### src/rtl/clock_pkg.sv
// Shared definitions for the clock mode controller: mode encodings, digit-field layout, defaults.
// Honours MODE_CTRL_ALARM_EN (ALARM mode present when defined).
package clock_pkg;

    typedef enum logic [1:0] {
        MODE_CLOCK = 2'b00,
        MODE_SET   = 2'b01,
        MODE_ALARM = 2'b10,
        MODE_SW    = 2'b11
    } mode_t;

    localparam int DIGITS_W  = 24;
    localparam int DIGIT_W   = 4;
    localparam int HOUR1_LSB = 20;
    localparam int HOUR2_LSB = 16;
    localparam int MIN1_LSB  = 12;
    localparam int MIN2_LSB  = 8;
    localparam int SEC1_LSB  = 4;
    localparam int SEC2_LSB  = 0;

    localparam int DEBOUNCE_CYCLES_DEF = 16;
    localparam int TIMEOUT_CYCLES_DEF  = 1024;

    function automatic mode_t next_mode(input mode_t m);
        case (m)
            MODE_CLOCK: next_mode = MODE_SET;
`ifdef MODE_CTRL_ALARM_EN
            MODE_SET:   next_mode = MODE_ALARM;
            MODE_ALARM: next_mode = MODE_SW;
`else
            MODE_SET:   next_mode = MODE_SW;
`endif
            default:    next_mode = MODE_CLOCK;
        endcase
    endfunction

endpackage

### src/rtl/btn_debounce.sv
// Two-flop synchronizer plus press/release debouncer emitting one pulse per accepted press.
// Comes out of reset in the "pressed" state so a button held through reset needs a full release first.
module btn_debounce
    import clock_pkg::*;
#(
    parameter int DEBOUNCE_CYCLES = DEBOUNCE_CYCLES_DEF
) (
    input  logic clk,
    input  logic reset,
    input  logic raw,
    output logic pulse
);

    localparam int CW = $clog2(DEBOUNCE_CYCLES + 1);
    localparam logic [CW-1:0] RELOAD = CW'(DEBOUNCE_CYCLES - 1);

    logic [1:0]    sync;
    logic [1:0]    vld;
    logic          pressed;
    logic [CW-1:0] cnt;
    logic          level;
    logic          moving;

    assign level  = sync[1];
    // Only count once the synchronizer holds real samples and the level opposes the current state.
    assign moving = vld[1] && (level != pressed);

    always_ff @(posedge clk) begin
        if (reset) begin
            sync    <= '0;
            vld     <= '0;
            pressed <= 1'b1;
            cnt     <= RELOAD;
            pulse   <= 1'b0;
        end else begin
            sync  <= {sync[0], raw};
            vld   <= {vld[0], 1'b1};
            pulse <= 1'b0;
            if (!moving) begin
                cnt <= RELOAD;
            end else if (cnt == '0) begin
                cnt     <= RELOAD;
                pressed <= ~pressed;
                pulse   <= ~pressed;
            end else begin
                cnt <= cnt - 1'b1;
            end
        end
    end

endmodule

### src/rtl/mode_controller.sv
// Mode sequencer for the digital clock: debounced buttons, mode FSM with SET idle abort, routing, display mux.
// Optional ALARM mode enabled by defining MODE_CTRL_ALARM_EN.
//
//   state      | meaning
//   MODE_CLOCK | running clock shown, buttons dropped
//   MODE_SET   | editing time; leaving by mode press commits, idle timeout aborts
//   MODE_ALARM | alarm editing (only with MODE_CTRL_ALARM_EN)
//   MODE_SW    | stopwatch
module mode_controller
    import clock_pkg::*;
#(
    parameter int DEBOUNCE_CYCLES = DEBOUNCE_CYCLES_DEF,
    parameter int TIMEOUT_CYCLES  = TIMEOUT_CYCLES_DEF
) (
    input  logic                clk,
    input  logic                reset,
    input  logic                btn_mode_raw,
    input  logic [2:0]          btn_raw,
    input  logic [DIGITS_W-1:0] time_digits,
    input  logic [DIGITS_W-1:0] set_digits,
    input  logic [DIGITS_W-1:0] alarm_digits,
    input  logic [DIGITS_W-1:0] sw_digits,
    output logic [1:0]          mode,
    output logic [2:0]          set_btn,
    output logic [2:0]          alarm_btn,
    output logic [2:0]          sw_btn,
    output logic                load_time,
    output logic [DIGITS_W-1:0] disp_digits
);

    localparam int TW = $clog2(TIMEOUT_CYCLES + 1);
    localparam logic [TW-1:0] IDLE_RELOAD = TW'(TIMEOUT_CYCLES - 1);

    mode_t               state_q, state_d;
    logic [TW-1:0]       idle_q, idle_d;
    logic                load_d;
    logic [2:0]          set_d, alarm_d, sw_d;
    logic [DIGITS_W-1:0] disp_d;
    logic                mode_p;
    logic [2:0]          btn_p;

    btn_debounce #(.DEBOUNCE_CYCLES(DEBOUNCE_CYCLES)) u_db_mode (
        .clk   (clk),
        .reset (reset),
        .raw   (btn_mode_raw),
        .pulse (mode_p)
    );

    for (genvar i = 0; i < 3; i++) begin : g_db_btn
        btn_debounce #(.DEBOUNCE_CYCLES(DEBOUNCE_CYCLES)) u_db (
            .clk   (clk),
            .reset (reset),
            .raw   (btn_raw[i]),
            .pulse (btn_p[i])
        );
    end

    always_comb begin
        state_d = state_q;
        idle_d  = idle_q;
        load_d  = 1'b0;
        set_d   = '0;
        alarm_d = '0;
        sw_d    = '0;
        disp_d  = time_digits;

        // A mode press pre-empts any button press landing in the same cycle.
        if (mode_p) begin
            state_d = next_mode(state_q);
            load_d  = (state_q == MODE_SET);
            idle_d  = IDLE_RELOAD;
        end else begin
            case (state_q)
                MODE_SET: begin
                    set_d = btn_p;
                    if (btn_p != '0)
                        idle_d = IDLE_RELOAD;
                    else if (idle_q == '0)
                        state_d = MODE_CLOCK;
                    else
                        idle_d = idle_q - 1'b1;
                end
`ifdef MODE_CTRL_ALARM_EN
                MODE_ALARM: alarm_d = btn_p;
`endif
                MODE_SW:    sw_d = btn_p;
                default:    ;
            endcase
        end

        case (state_q)
            MODE_SET:   disp_d = set_digits;
`ifdef MODE_CTRL_ALARM_EN
            MODE_ALARM: disp_d = alarm_digits;
`endif
            MODE_SW:    disp_d = sw_digits;
            default:    disp_d = time_digits;
        endcase
    end

    always_ff @(posedge clk) begin
        if (reset) begin
            state_q     <= MODE_CLOCK;
            idle_q      <= IDLE_RELOAD;
            load_time   <= 1'b0;
            set_btn     <= '0;
            sw_btn      <= '0;
            disp_digits <= '0;
        end else begin
            state_q     <= state_d;
            idle_q      <= idle_d;
            load_time   <= load_d;
            set_btn     <= set_d;
            sw_btn      <= sw_d;
            disp_digits <= disp_d;
        end
    end

`ifdef MODE_CTRL_ALARM_EN
    always_ff @(posedge clk) begin
        if (reset)
            alarm_btn <= '0;
        else
            alarm_btn <= alarm_d;
    end
`else
    logic unused_alarm;
    assign unused_alarm = ^{alarm_digits, alarm_d};
    assign alarm_btn    = '0;
`endif

    assign mode = state_q;

endmodule

### config.mk
export PLATFORM = sky130hd
export DESIGN_NAME = mode_controller
export DESIGN_NICKNAME = d
export VERILOG_FILES = /design/src/rtl/clock_pkg.sv /design/src/rtl/btn_debounce.sv /design/src/rtl/mode_controller.sv
export SDC_FILE = /design/constraint.sdc
export NUM_CORES = 1
export LEC_CHECK = 0
export CAP_MARGIN = 20
export CORE_MARGIN = 5
export CORE_UTILIZATION = 40
export CTS_CLUSTER_DIAMETER = 150
export DETAILED_ROUTE_END_ITERATION = 8
export PLACE_DENSITY = 0.81
export SKIP_LAST_GASP = 1
export SLEW_MARGIN = 20
export SYNTH_ARGS = -nofsm -noshare
export SYNTH_HDL_FRONTEND = slang
export SYNTH_SLANG_ARGS = --single-unit
### constraint.sdc
create_clock -name clk -period 2.7 [get_ports clk]
set_input_delay 0.54 -clock clk [delete_from_list [all_inputs] [get_ports clk]]
set_output_delay 0.54 -clock clk [all_outputs]
set_load 0.02 [all_outputs]
==> out/results.tsv, run 1 <==
metric	value	unit
status	completed	
initial antenna violation count	0	
drt wl/cell	13.1	microns
peak supply drop	0.241	mV
Leak	1.82	nW
vias in the first global route	2872	
# setup viols final	0	
# Post-CTS Setup Buffers	0	
Vias/cell	4.95	
Chip Width	102	microns
Final TNS setup	0	ns
max_cap viols	0	
area delta synth->final	41.4	%
DR DRC count	0	
Worst Path Buf+Inv	1	
Max clock buf depth	2	
Post-Synth Adder-Cell Area	2.97	%
simple-gate portion of the synthesized area	21.6	%
CTS tree	built	
Vias	2810	
Syn. warnings	0	
R2R Path Start	mode[0]	
RD Place Congestion	0.790	
Seq cells post-synth	82	
CP top delay family	buffers and inverters	
starting density of the core	41.1	%
Startpoint Class	flop	
Ports	138	
Mapped Avg Cell Area	9.67	sq um
CP Launch Point	mode[1]	
total wire length	7470	microns
Post-synth EDFFs	0	
Critical Path End	mode[1]	
Layout Utilization	58.1	%
post_cts resized	0	
Root Buffer	clkbuf_8	
largest family of logic cells by synthesized area	simple AND/OR/NAND/NOR gates	
Max Freq	0.509	GHz
largest net degree at the start of global routing	51	
final period utilization	72.7	%
crit path kind	reg2out	
Yosys cell types	42	
Pwr Total	2.39	mW
clock transition at the registers of the reported paths	0.08	ns
relative slew slack	51.3	%
sequential area share after synthesis	48.6	%
Post-synth ARST share	0	%
Slew @ Worst Pin	0.729	ns
Crit path required time	2.16	ns
post-synthesis xor/xnor area fraction	3.89	%
setup repair after global routing missed its margin	no	
CTS H-Tree Depth	3	
I/O Buffers	110	
CP Cell Sequence	clkdlybuf4s50_1	
critical path peak fanout	11	
Hold Path Class	reg2reg	
ratio of cells with drive above 1 in the final layout	7.13	%
Row Count	33	
first-pass GRT wire length	12300	microns
nets	568	
Num CTS Buffers	9	
flop-to-flop setup slack	0.81	ns
Final ANT Viol Nets	0	
dominant synthesized flop cell	dfxtp_1	
Worst Path Arrival	1.42	ns
Synth Area in Compound Gates	10.7	%
Post-Synthesis Cells	349	
multiplexer share of the synthesized area	7.71	%
Inserted Diodes	0	
crit end category	output port	
critical path's largest stage delay	0.66	ns
HPWL after DPL	5880	microns
First-pass DRT Iterations	4	
full die area	10400	sq um
grt ovf	0	
Slew Limit Fails	0	
area of the core	8220	sq um
clock sinks	82	
count of final hold-check violations	0	
slowest cell on the critical path	clkdlybuf4s50_1	
die height	102	microns
Crit path depth	1	
Iter 0 DRT Violations	53	
Syn Std Cell Area	3380	sq um
CTS Hold Bufs	0	
Total GRT Usage	14.9	%
clock skew	0.0110	ns
Skew-Pair Late Insertion Delay	0.35	ns
pwr/cell area	502	nW/um^2
Worst R2R End	idle_q[5]	
Hold WS	0.401	ns
Final Critical Period	1.96	ns
worst reg-to-reg path cell count	5	
==> area by class of cell <==
cell class	instances	area (sq um)
Clock inverter	6	65.1
Timing Repair Buffer	115	1140
Sequential cell	82	1640
Tap cell	105	131
Clock buffer	10	138
Fill cell	712	3440
Inverter	16	60.1
Multi-Input combinational cell	234	1600
==> power breakdown <==
group          switching, mW  internal [mW]  leakage, nW
clock                  0.432          0.454        0.103
combinational         0.0926          0.160         1.04
sequential            0.0154           1.24        0.673
==> flip-flops by register name, summed over array words and instances, names as in the netlist <==
signal,cells
idle_q,11
set_btn,3
u_db_mode.pressed,1
disp_digits,24
g_db_btn.u_db.sync,6
u_db_mode.cnt,5
load_time,1
u_db_mode.vld,1
g_db_btn.u_db.cnt,15
mode,2
g_db_btn.u_db.pressed,3
u_db_mode.sync,2
g_db_btn.u_db.vld,1
g_db_btn.u_db.pulse,3
sw_btn,3
u_db_mode.pulse,1
==> cells in the mapped netlist, types with 5 or more instances <==
master    instances  area, sq um
a211oi_1         25          188
a31oi_1           5         31.3
and3_1            5         31.3
clkbuf_1         13         48.8
dfxtp_1          82         1640
ha_1              8          100
inv_1            16         60.1
mux2i_1          26          260
nand2_1          32          120
nand3_1           9         45.0
nor2_1           34          128
nor2b_1          10         62.6
nor3_1           11         55.1
nor4b_1           5         43.8
o21ai_0           7         35.0
xnor2_1          15          131
==> how the worst min path moves through the flow <==
stage / startpoint / to / slack, ns / cells past startpoint
2_1_floorplan: g_db_btn[0].u_db.cnt[0] / g_db_btn[0].u_db.cnt[0] / 0.37 / 1
3_3_place_gp: g_db_btn[2].u_db.cnt[0] / g_db_btn[2].u_db.cnt[0] / 0.38 / 1
3_5_place_dp: g_db_btn[1].u_db.cnt[0] / g_db_btn[1].u_db.cnt[0] / 0.38 / 1
4_1_cts: g_db_btn[0].u_db.cnt[0] / g_db_btn[0].u_db.cnt[0] / 0.40 / 1
5_1_grt: g_db_btn[2].u_db.cnt[0] / g_db_btn[2].u_db.cnt[0] / 0.42 / 1
6_report: g_db_btn[0].u_db.cnt[0] / g_db_btn[0].u_db.cnt[0] / 0.40 / 1
==> cell families after synthesis <==
family          count (synthesis)
compound gates                 50
xor+xnor                       15
fa+ha+maj                       8
buf+inv                        35
flops                          82
mux                            26
other cells                     1
simple gates                  132
==> per-layer routing <==
| metal | track usage, % | wire [microns] |
|---|---|---|
| met3 | 5.73 | 660 |
| met1 | 16.0 | 2900 |
| met4 | 7.06 | 192 |
| met2 | 25.7 | 3710 |
| met5 | 0 | 0 |
==> cell usage in the layout, fill, tap and decap left out, drive strengths merged, types with 9 or more instances in the layout <==
master         Yosys  layout
a211oi            25      25
clkbuf            13      10
clkdlybuf4s50      0     110
dfxtp             82      82
inv               16      17
mux2i             26      26
nand2             32      32
nand3              9       9
nor2              34      34
nor2b             10      10
nor3              13      13
xnor2             15      15
==> per-stage QoR <==
stage / cell area, sq um / setup slack [ns] / cells
global placement: 4570 / 0.557 / 552
global route: 4770 / 0.571 / 568
finish: 4770 / 0.736 / 568
floorplan: 3380 / 1.09 / 351
detailed placement: 4570 / 0.517 / 552
CTS: 4770 / 0.717 / 568
Note: power is estimated with default switching activity, not from simulation.
==> run 2: changes to the inputs <==
clock period = 2.1 ns   (was 2.7 ns; I/O delays follow)
==> run 2 against run 1 <==
Effect of this change: sequential power up 28%; final cell count up 0.88%; cell area up 1.2%; critical endpoint unchanged; largest power group unchanged.
==> out/results.tsv, run 2 (synthesis gave the netlist of run 1 again) <==
metric	value	unit
status	completed	
CTS Hold Bufs	0	
die height	102	microns
I/O Buffers	110	
pwr/cell area	660	nW/um^2
crit path kind	reg2out	
HPWL after DPL	6130	microns
# fillers	687	
grt ovf	0	
R2R Path Start	idle_q[0]	
count of final hold-check violations	0	
Slew Limit Fails	0	
Leak	1.84	nW
area delta synth->final	43.0	%
worst reg-to-reg path cell count	6	
drt wl/cell	13.4	microns
# setup viols final	0	
ratio of cells with drive above 1 in the final layout	7.69	%
Max Freq	0.544	GHz
slowest cell on the critical path	clkdlybuf4s50_1	
vias in the first global route	2926	
Final TNS setup	0	ns
nets	573	
Row Count	33	
CP top delay family	buffers and inverters	
Final Critical Period	1.84	ns
Startpoint Class	flop	
DR DRC count	0	
Inserted Diodes	0	
Slew @ Worst Pin	0.616	ns
Num CTS Buffers	9	
clock skew	0.00755	ns
RD Place Congestion	0.784	
flop-to-flop setup slack	0.28	ns
worst hold endpoint	u_db_mode.cnt[0]	
Worst Path Buf+Inv	1	
area of the multi-input gates	1600	sq um
CTS tree	built	
area of the core	8220	sq um
critical path peak fanout	11	
Biggest register	disp_digits	
largest registers	disp_digits: 24 flops, g_db_btn.u_db.cnt: 15 flops, idle_q: 11 flops	
Chip Width	102	microns
critical path's largest stage delay	0.65	ns
Vias/cell	4.94	
hold wc startpoint	u_db_mode.cnt[0]	
Pwr Total	3.19	mW
clock transition at the registers of the reported paths	0.07	ns
total wire length	7700	microns
max FFs per register	24	
Hold Path Class	reg2reg	
setup repair after global routing missed its margin	no	
Worst R2R End	idle_q[3]	
crit end category	output port	
clock sinks	82	
Root Buffer	clkbuf_8	
Crit path required time	1.68	ns
Iter 0 DRT Violations	61	
starting density of the core	41.1	%
Hold Path Depth	1	
Total GRT Usage	15.3	%
commonest non-fill, non-tap cell in the layout	clkdlybuf4s50_1	
relative slew slack	58.4	%
largest net degree at the start of global routing	49	
initial antenna violation count	0	
Skew-Pair Late Insertion Delay	0.35	ns
Ports	138	
most frequent cells in the layout	clkdlybuf4s50_1, dfxtp_1, nor2_1, nand2_1, mux2i_1	
max_cap viols	0	
first-pass GRT wire length	12500	microns
CTS H-Tree Depth	3	
Layout Utilization	58.7	%
peak supply drop	0.321	mV
full die area	10400	sq um
post_cts resized	0	
First-pass DRT Iterations	4	
Max clock buf depth	2	
Final ANT Viol Nets	0	
Worst Path Arrival	1.42	ns
# Post-CTS Setup Buffers	0	
final period utilization	87.5	%
Vias	2830	
FF+latch area	1640	sq um
CP Cell Sequence	clkdlybuf4s50_1	
## run 2: changes by cell type in the layout (fill, tap and decap cells not counted), sizes merged
cell,previous run,this run
buf,5,10
clkbuf,10,12
clkinvlp,1,2
bufinv,1,2
inv,17,16
clkinv,3,0
## run 2: how the worst max path moves through the flow
stage              start          endpoint  depth (start not counted)
5_1_grt        idle_q[0]         idle_q[3]                          6
4_1_cts          mode[1]           mode[1]                          1
3_3_place_gp       reset  u_db_mode.cnt[4]                          6
6_report         mode[1]           mode[1]                          1
2_1_floorplan  idle_q[0]         idle_q[3]                          6
3_5_place_dp       reset  u_db_mode.cnt[4]                          6
## run 2: layout make-up
class	count	share of cell area, %
timing repair buffer	120	24.4
multi-input combinational	234	33.0
sequential	82	34.1
clock buffer	12	3.01
inverter	16	1.24
clock inverter	4	1.56
tap	105	2.72
## run 2: report_power, final
group	internal [mW]	total (mW)	switching [mW]
clock	0.703	1.24	0.539
combinational	0.210	0.331	0.121
sequential	1.60	1.61	0.0199
## run 2: routing by layer
layer / routed length [microns] / part of all wire (%) / GRT usage (%) / up-vias
li1: - / - / - / 1440
met1: 2840 / 37 / 15.4 / 1285
met2: 4000 / 52 / 27.5 / 93
met3: 696 / 9.0 / 6.48 / 12
met4: 161 / 2.1 / 7.16 / 0
met5: 0 / 0 / 0 / -
## run 2: per-stage QoR
| step | setup slack, ns | cell area [sq um] | hold WS [ns] | instances |
|---|---|---|---|---|
| floorplan | 0.488 | 3380 | 0.371 | 351 |
| global placement | 0.285 | 4610 | 0.381 | 557 |
| detailed placement | 0.243 | 4610 | 0.386 | 557 |
| CTS | 0.231 | 4830 | 0.403 | 573 |
| global route | 0.158 | 4830 | 0.416 | 573 |
| finish | 0.263 | 4830 | 0.399 | 573 |
